<file path="config.mk">
export PLATFORM = sky130hd
export DESIGN_NAME = pipe_hazard_ctrl
export DESIGN_NICKNAME = d
export VERILOG_FILES = /design/src/rtl/pipe_ctrl_pkg.sv /design/src/rtl/pipe_src_match.sv /design/src/rtl/pipe_hazard_ctrl.sv
export SDC_FILE = /design/constraint.sdc
export NUM_CORES = 1
export LEC_CHECK = 0
export BUFFER_PORTS_ARGS = -buffer_cell sky130_fd_sc_hd__buf_2
export CORE_ASPECT_RATIO = 0.9
export CORE_MARGIN = 10
export CORE_UTILIZATION = 61
export CTS_BUF_LIST = sky130_fd_sc_hd__clkbuf_8
export DETAILED_ROUTE_END_ITERATION = 16
export GPL_TIMING_DRIVEN = 1
export PLACE_DENSITY = 0.88
export RECOVER_POWER = 25
export SLEW_MARGIN = 20
export SYNTH_ARGS = -nofsm -noshare
export SYNTH_HDL_FRONTEND = slang
export SYNTH_SLANG_ARGS = --single-unit
export TNS_END_PERCENT = 20
</file>
<file path="constraint.sdc">
create_clock -name clk -period 4.6 [get_ports clk]
set_input_delay 0.46 -clock clk [delete_from_list [all_inputs] [get_ports clk]]
set_output_delay 0.46 -clock clk [all_outputs]
set_load 0.05 [all_outputs]
</file>
<file path="src/rtl/pipe_ctrl_pkg.sv">
// Shared types and defaults for the pipeline hazard/stall controller.
// A slot mirrors one in-flight instruction downstream of decode.
package pipe_ctrl_pkg;

  localparam int DEPTH_DEF     = 3;
  localparam int REG_AW_DEF    = 5;
  localparam bit FWD_EN_DEF    = 1'b1;
  localparam bit RF_BYPASS_DEF = 1'b1;
  localparam int CNT_W_DEF     = 32;

  // Register tags are stored at a fixed width so the slot struct can live here;
  // narrower REG_AW values are zero-extended on entry.
  localparam int REG_AW_MAX = 8;

  localparam int FWD_NONE = 0;

  typedef logic [REG_AW_MAX-1:0] reg_idx_t;

  typedef struct packed {
    logic     valid;
    reg_idx_t rd;
    logic     wr;
    logic     load;
    reg_idx_t rs1;
    reg_idx_t rs2;
    logic     rs1_used;
    logic     rs2_used;
  } slot_t;

  localparam slot_t SLOT_BUBBLE = '0;

  // x0 is hard-wired, so a write to it never produces a value anyone can depend on.
  function automatic logic is_producer(input slot_t s);
    return s.valid && s.wr && (s.rd != '0);
  endfunction

endpackage

</file>
<file path="src/rtl/pipe_src_match.sv">
// Youngest-match priority encoder: finds the lowest eligible slot whose
// destination tag equals a used, non-zero source tag.
module pipe_src_match
  import pipe_ctrl_pkg::*;
#(
  parameter int DEPTH = DEPTH_DEF,
  parameter int IDX_W = $clog2(DEPTH)
) (
  input  logic [REG_AW_MAX-1:0]            rs_i,
  input  logic                             used_i,
  input  logic [DEPTH-1:0][REG_AW_MAX-1:0] rd_i,
  input  logic [DEPTH-1:0]                 elig_i,
  output logic                             hit_o,
  output logic [IDX_W-1:0]                 idx_o
);

  // Scan oldest to youngest so the lowest matching index is left standing.
  always_comb begin
    hit_o = 1'b0;
    idx_o = '0;
    for (int k = DEPTH - 1; k >= 0; k--) begin
      if (used_i && (rs_i != '0) && elig_i[k] && (rd_i[k] == rs_i)) begin
        hit_o = 1'b1;
        idx_o = IDX_W'(k);
      end
    end
  end

endmodule

</file>
<file path="src/rtl/pipe_hazard_ctrl.sv">
// Pipeline control for the in-order core: shadow chain of in-flight tags,
// RAW hazard stalls, redirect flushes, EX forwarding selects and perf counters.
module pipe_hazard_ctrl
  import pipe_ctrl_pkg::*;
#(
  parameter int DEPTH     = DEPTH_DEF,
  parameter int REG_AW    = REG_AW_DEF,
  parameter bit FWD_EN    = FWD_EN_DEF,
  parameter bit RF_BYPASS = RF_BYPASS_DEF,
  parameter int CNT_W     = CNT_W_DEF
) (
  input  logic                     clk,
  input  logic                     rst,
  input  logic                     id_valid,
  input  logic [REG_AW-1:0]        id_rs1,
  input  logic [REG_AW-1:0]        id_rs2,
  input  logic                     id_rs1_used,
  input  logic                     id_rs2_used,
  input  logic [REG_AW-1:0]        id_rd,
  input  logic                     id_reg_wr,
  input  logic                     id_is_load,
  input  logic                     ex_busy,
  input  logic                     ex_redirect,
  output logic                     pc_en,
  output logic                     if_id_en,
  output logic                     if_id_flush,
  output logic                     id_ex_bubble,
  output logic                     hazard_stall,
  output logic [$clog2(DEPTH)-1:0] fwd_sel_a,
  output logic [$clog2(DEPTH)-1:0] fwd_sel_b,
  output logic [CNT_W-1:0]         stall_cycles,
  output logic [CNT_W-1:0]         flush_count
);

  localparam int IDX_W = $clog2(DEPTH);

  slot_t slots_q [DEPTH];
  slot_t slots_d [DEPTH];
  logic [CNT_W-1:0] stallCnt_q, stallCnt_d;
  logic [CNT_W-1:0] flushCnt_q, flushCnt_d;

  slot_t idEntry;
  logic [REG_AW_MAX-1:0] idRs1, idRs2;
  logic [DEPTH-1:0][REG_AW_MAX-1:0] slotRd;
  logic [DEPTH-1:0] hazElig, fwdElig;
  logic hazHitA, hazHitB, fwdHitA, fwdHitB;
  logic [IDX_W-1:0] hazIdxA, hazIdxB, fwdIdxA, fwdIdxB;
  logic hazard, redirectTaken;

  assign idRs1 = REG_AW_MAX'(id_rs1);
  assign idRs2 = REG_AW_MAX'(id_rs2);

  always_comb begin
    idEntry          = SLOT_BUBBLE;
    idEntry.valid    = 1'b1;
    idEntry.rd       = REG_AW_MAX'(id_rd);
    idEntry.wr       = id_reg_wr;
    idEntry.load     = id_is_load;
    idEntry.rs1      = idRs1;
    idEntry.rs2      = idRs2;
    idEntry.rs1_used = id_rs1_used;
    idEntry.rs2_used = id_rs2_used;
  end

  // With forwarding only a load still in EX can block decode; without it every
  // live producer does, except the one writing back into a write-first file.
  always_comb begin
    slotRd  = '0;
    hazElig = '0;
    fwdElig = '0;
    for (int k = 0; k < DEPTH; k++) begin
      slotRd[k] = slots_q[k].rd;
      if (FWD_EN) begin
        hazElig[k] = (k == 0) && is_producer(slots_q[k]) && slots_q[k].load;
        fwdElig[k] = (k != 0) && is_producer(slots_q[k]);
      end else begin
        hazElig[k] = is_producer(slots_q[k]) && !(RF_BYPASS && (k == DEPTH - 1));
      end
    end
  end

  pipe_src_match #(.DEPTH(DEPTH), .IDX_W(IDX_W)) uHazA (
    .rs_i(idRs1), .used_i(id_rs1_used), .rd_i(slotRd), .elig_i(hazElig),
    .hit_o(hazHitA), .idx_o(hazIdxA)
  );

  pipe_src_match #(.DEPTH(DEPTH), .IDX_W(IDX_W)) uHazB (
    .rs_i(idRs2), .used_i(id_rs2_used), .rd_i(slotRd), .elig_i(hazElig),
    .hit_o(hazHitB), .idx_o(hazIdxB)
  );

  pipe_src_match #(.DEPTH(DEPTH), .IDX_W(IDX_W)) uFwdA (
    .rs_i(slots_q[0].rs1), .used_i(slots_q[0].valid && slots_q[0].rs1_used),
    .rd_i(slotRd), .elig_i(fwdElig), .hit_o(fwdHitA), .idx_o(fwdIdxA)
  );

  pipe_src_match #(.DEPTH(DEPTH), .IDX_W(IDX_W)) uFwdB (
    .rs_i(slots_q[0].rs2), .used_i(slots_q[0].valid && slots_q[0].rs2_used),
    .rd_i(slotRd), .elig_i(fwdElig), .hit_o(fwdHitB), .idx_o(fwdIdxB)
  );

  // The hazard encoders only need to report a hit; which slot matched is irrelevant.
  logic unusedHazIdx;
  assign unusedHazIdx = ^{hazIdxA, hazIdxB};

  assign hazard    = id_valid && (hazHitA || hazHitB);
  assign fwd_sel_a = fwdHitA ? fwdIdxA : IDX_W'(FWD_NONE);
  assign fwd_sel_b = fwdHitB ? fwdIdxB : IDX_W'(FWD_NONE);

  // A busy EX freezes the front end outright; a redirect discards the
  // wrong-path decode, so it overrides any hazard that decode would raise.
  always_comb begin
    pc_en         = 1'b1;
    if_id_en      = 1'b1;
    if_id_flush   = 1'b0;
    id_ex_bubble  = 1'b0;
    hazard_stall  = 1'b0;
    redirectTaken = 1'b0;
    if (ex_busy) begin
      pc_en    = 1'b0;
      if_id_en = 1'b0;
    end else if (ex_redirect) begin
      if_id_flush   = 1'b1;
      id_ex_bubble  = 1'b1;
      redirectTaken = 1'b1;
    end else if (hazard) begin
      hazard_stall = 1'b1;
      pc_en        = 1'b0;
      if_id_en     = 1'b0;
      id_ex_bubble = 1'b1;
    end
  end

  // While EX is busy its instruction stays in slot 0 and a bubble opens behind it.
  always_comb begin
    for (int k = 1; k < DEPTH; k++) begin
      slots_d[k] = slots_q[k-1];
    end
    slots_d[0] = SLOT_BUBBLE;
    if (ex_busy) begin
      slots_d[0] = slots_q[0];
      slots_d[1] = SLOT_BUBBLE;
    end else if (!ex_redirect && !hazard && id_valid) begin
      slots_d[0] = idEntry;
    end
  end

  assign stallCnt_d = stallCnt_q + CNT_W'(hazard_stall | ex_busy);
  assign flushCnt_d = flushCnt_q + CNT_W'(redirectTaken);

  always_ff @(posedge clk or posedge rst) begin
    if (rst) begin
      for (int k = 0; k < DEPTH; k++) begin
        slots_q[k] <= SLOT_BUBBLE;
      end
      stallCnt_q <= '0;
      flushCnt_q <= '0;
    end else begin
      for (int k = 0; k < DEPTH; k++) begin
        slots_q[k] <= slots_d[k];
      end
      stallCnt_q <= stallCnt_d;
      flushCnt_q <= flushCnt_d;
    end
  end

  assign stall_cycles = stallCnt_q;
  assign flush_count  = flushCnt_q;

endmodule

</file>
# == Word level (Yosys, flattened, before mapping) ==
# Index checks and enable logic that the tools add are counted.
# classes
n_addsub,2
n_eq_ne,6
muxes,24
bitwise,1
reduce_logical,38
# op_table
cell,count
32-bit by 1-bit adder with 32-bit output,2
29-bit 2-to-1 mux,2
8-bit nonzero test,7
8-bit == test,4
1-bit logical AND,28
8-bit by 5-bit == test with 1-bit output,2
1-bit 2-to-1 mux,16
2-bit 2-to-1 mux,6
1-bit zero test,2
1-bit logical OR,1
1-bit OR,1
# word_totals
regBits,113
out_inout_bits,73
elab_cells,87

# == Logic depth before layout (Yosys ltp) ==
# logic_depth
word_depth,13
ltp_mapped,12
mapped_depth_nobuf,10

# == By module ==
# A second synthesis with hierarchy kept.
# hier_totals
hier_cells,506
area_unflattened_um2,5504.0
# by_module_without_submodules
module,n_inst,cells_per_inst,area_per_inst_um2
pipe_hazard_ctrl,1,334,4112.7
pipe_src_match,4,43,347.8

# == Least setup slack after synthesis ==
# OpenSTA, ideal clock, no wires.
# synth_path
kind,reg2out
from,"reg slots_q, in the netlist slotRd[9]"
to,out fwd_sel_a[1]
arrival_ps,2977
path_slack_ps,1163
stages_incl_launch_ff,5
path_buffers,0
path_cell_list,dfrtp_1 or4_1 o211ai_1 nor4_1 nor4_1
# synth_between
elab_chain_cells,6
# synth_lines
item,line,text
"start, declared",pipe_hazard_ctrl.sv:37,slot_t slots_q [DEPTH];
"start signal, assigned by index",pipe_hazard_ctrl.sv:160,slots_q[k] <= slots_d[k];
8-bit nonzero test,n/a,
1-bit logical AND,n/a,
1-bit logical AND,pipe_src_match.sv:22,if (used_i && (rs_i != '0) && elig_i[k] && (rd_i[k] == rs_i)) begin
1-bit logical AND *,pipe_src_match.sv:22,
2-bit 2-to-1 mux / 1-bit 2-to-1 mux (equally long branches),pipe_src_match.sv:22,
2-bit 2-to-1 mux *,pipe_hazard_ctrl.sv:107,assign fwd_sel_a = fwdHitA ? fwdIdxA : IDX_W'(FWD_NONE);
"end, declared",pipe_hazard_ctrl.sv:29,"output logic [$clog2(DEPTH)-1:0] fwd_sel_a,"
# Mark *: on every way between the ends. The rest lies on a longest branch, timed or not.

# == Final worst setup path ==
# layout_path
from,"reg slots_q, in the netlist slotRd[0]"
to,out pc_en
# layout_between
elab_chain_cells,11
# layout_lines
item,line,text
8-bit nonzero test,n/a,
1-bit logical AND,n/a,
1-bit logical AND,pipe_hazard_ctrl.sv:74,hazElig[k] = (k == 0) && is_producer(slots_q[k]) && slots_q[k].load;
1-bit logical AND (2 in series),pipe_src_match.sv:22,
1-bit 2-to-1 mux,pipe_src_match.sv:22,
1-bit logical OR *,pipe_hazard_ctrl.sv:106,assign hazard = id_valid && (hazHitA || hazHitB);
1-bit logical AND *,pipe_hazard_ctrl.sv:106,
1-bit 2-to-1 mux *,pipe_hazard_ctrl.sv:126,end else if (hazard) begin
1-bit 2-to-1 mux *,pipe_hazard_ctrl.sv:122,end else if (ex_redirect) begin
1-bit 2-to-1 mux *,pipe_hazard_ctrl.sv:119,if (ex_busy) begin
"end, declared",pipe_hazard_ctrl.sv:24,"output logic pc_en,"
# Marked as above.

==> qor.tcl <==
set qor(grt_pass1_wl_um) 18050
set qor(rows) 30
set qor(vias_in_the_first_global_route) 3620
set qor(h-tree-depth) 3
set qor(violations) {capacitance limit, slew limit}
set qor(timing.critical_path.from_type) {register}
set qor(via_count) 3626
set qor(clkLatencyLatePin_ns) 0.37
set qor(post_route_cells_drive_above_1_share_pct) 26.80
set qor(rsz_0062_raised_after_global_routing) {no}
set qor(cts_clk_pin_slew_worst_paths_ns) 0.10
set qor(setup_viol) 0
set qor(grt_overflow) 0
set qor(place.gp.congestion) 0.8805
set qor(grtUsageTotal_pct) 18.80
set qor(signal_arrival_time_at_the_worst_endpoint_ns) 2.67
set qor(fp.dieH_um) 103.3
set qor(numClockSinks) 98
set qor(area_growth_syn_to_layout_pct) 15.15
set qor(netlist_instances) 415
set qor(fin_worst_hold_slack_ns) 0.3388
set qor(critical_path_peak_fanout) 23
set qor(tritoncts.num_buffers) 9
set qor(clock_tree.buffer_depth) 2
set qor(slew_violations) 47
set qor(n_antenna_cell) 0
set qor(wire_length_per_cell_after_detailed_routing_um) 17.88
set qor(root_buffer) {clkbuf_8}
set qor(number_of_vias_per_cell) 5.935
set qor(io_buffers) 96
set qor(fmaxAchievable_mhz) 319.4
set qor(timing_hold_violations_final) 0
set qor(design.final.nets) 538
set qor(post_cts_resize_count) 0
set qor(multiInputGateArea_mm2) 0.002145
set qor(layout.cells.most_common) {dfrtp_1}
set qor(setup.worst_path.end_class) {primary output}
set qor(synthesis.area_mm2) 0.004698
set qor(place_hpwl_um) 7971
set qor(cpPeakStageDelay_ns) 0.60
set qor(cp_data_required_time_ns) 4.14
set qor(timing_worst_setup_path_type) {reg -> out}
set qor(cellPowerDensity_mw_per_mm2) 376.8
set qor(unique_masters_post_synth) 36
set qor(layout_worst_path_cycle_share_pct) 68.05
set qor(synth.yosys.seq_area_share_pct) 52.20
set qor(report.power.total_mw) 2.038
set qor(final.fill_count) 543
set qor(setup_total_negative_slack_ns) 0
set qor(drc) 0
set qor(synthesized_netlist_net_count) 443
set qor(vdd.ir_drop.worst_mv) 0.4716
set qor(ant_nets) 0
set qor(drt-total-wl_um) 10920
set qor(number_of_antenna_violations_at_the_first_check_in_global_routing) 0
set qor(yosys_warnings) 0
set qor(starting_density_pct) 62.58
set qor(finalWorstPathRequiredPeriod_ns) 3.131
set qor(hold_buffers) 0
set qor(pin_count) 97
set qor(power.static_leakage_nw) 2.529
set qor(layout_common_cells) {98 x dfrtp_1, 91 x buf_2, 74 x xnor2_1}
set qor(timing.max_cap.violations) 1
set qor(syn-mean-instance-area_um2) 11.32
set qor(slew_headroom_pct) -32.69
set qor(worst_pin_slew_ns) 1.980
set qor(final_util_pct) 72.07
set qor(drtPass1Iterations) 4
set qor(cpMaxStageDelayCell) {or4_4}
set qor(grt_start_max_net_pins) 54
set qor(die_area_mm2) 0.01162
set qor(coreArea_mm2) 0.007507
set qor(timing.hold.worst.class) {in -> reg}
set qor(dr.first_iter.drc_count) 200
set qor(yosys_reg_bits) 98
set qor(outcome) {finished with violations}
set qor(die_x_um) 112.5
set qor(regArea_mm2) 0.002452
set qor(clock-skew-final_ns) 0.01945
set qor(crit_chain) {or4_4, o21ai_4, nor2_1, a21oi_1, buf_2}
set qor(cts_setup_buffers) 0
set qor(tritoncts) {built}
-- state kept, by name, summed over array words and instances (netlist names) --
name	flops
slotRd	15
flush_count	32
slots_q	17
slots_d	2
stall_cycles	32
-- per-layer routing --
layer,GRT usage (%),wire length (um),up-vias
met5,0,0,-
met4,6.238,144,0
met3,5.306,660,15
met2,30.00,5376,135
met1,24.35,4741,1786
li1,-,-,1690
-- worst paths after layout --
kind	endpoint	slack (ns)	cells after the start	from
worst max-delay path	pc_en	1.47	5	slotRd[0]
worst min-delay path	slotRd[2]	0.34	3	id_rd[2]
worst max register to register	stall_cycles[27]	1.49	9	slotRd[0]
worst min register to register	slots_q[19]	0.39	0	slots_d[19]
max in group asynchronous	stall_cycles[28]	2.01	3	rst
min in group asynchronous	slots_q[76]	0.59	2	rst
-- kinds of logic (layout without fill, tap and decap cells) --
family,count (synthesis),after routing,synth area share [%]
AOI/OAI and AO/OA,51,51,9.214
xor gates and xnor gates,90,90,16.78
adders and majority gates,4,4,1.065
buffers and inverters,19,119,2.263
DFF,98,98,52.20
and+or+nand+nor,153,153,18.48
-- final cells by class --
cell class,count,area share [%]
repair buffers,99,9.135
well taps,96,2.220
clock inverters,7,1.087
clock buffers,9,2.290
multi-input cells,298,39.64
inverters,4,0.3006
flip-flops and latches,98,45.33
-- Yosys cell counts --
library cell / n / area (um^2)
a21oi_1: 1 / 5.000
inv_1: 4 / 15.01
nor3b_1: 1 / 7.510
clkbuf_1: 8 / 30.03
nor2b_1: 8 / 50.05
nor3_1: 5 / 25.02
or4_4: 2 / 22.52
a21o_1: 2 / 15.01
and4_1: 5 / 43.79
o22ai_2: 1 / 12.51
buf_2: 1 / 5.000
nor4_2: 2 / 25.02
or4_1: 5 / 37.54
nor4b_1: 1 / 8.760
nand3_1: 33 / 165.2
and3_1: 10 / 62.56
a32oi_1: 19 / 166.4
o21ai_0: 3 / 15.01
dfrtp_1: 98 / 2452
nor3_2: 1 / 10.01
o211ai_2: 1 / 12.51
nand2_1: 39 / 146.4
xnor2_1: 74 / 648.1
a22oi_1: 1 / 7.510
nor2_1: 9 / 33.78
xor2_1: 16 / 140.1
ha_1: 4 / 50.05
o21ai_4: 1 / 16.27
nor4_1: 6 / 37.54
o21ai_2: 16 / 140.1
buf_4: 3 / 22.52
nor4_4: 2 / 42.54
nand4_1: 24 / 150.1
buf_6: 3 / 33.78
o21ai_1: 1 / 5.000
o211ai_1: 5 / 37.54
-- worst max-delay path, delay by kind of cell, from the launching register on --
kind	cells	cell delay, ns
AOI/OAI and AO/OA	2	0.74
buffers and inverters	1	0.32
DFF	1	0.49
and+or+nand+nor	2	0.75
-- power by group --
group	switching, mW	leakage [nW]	internal [mW]	total (mW)
Combinational	0.341	1.12	0.135	0.476
Clock	0.310	0.0868	0.204	0.515
Sequential	0.108	1.32	0.940	1.05
Total	0.759	2.53	1.28	2.04
-- stage by stage --
step / instance area (um^2) / std cells / worst slack (ns)
2_1_floorplan: 4698 / 415 / 1.163
3_3_place_gp: 5236 / 595 / 1.665
3_5_place_dp: 5236 / 595 / 1.476
4_1_cts: 5419 / 611 / 1.498
5_1_grt: 5410 / 611 / 1.283
6_report: 5410 / 611 / 1.469
(Power assumes the default switching activity.)
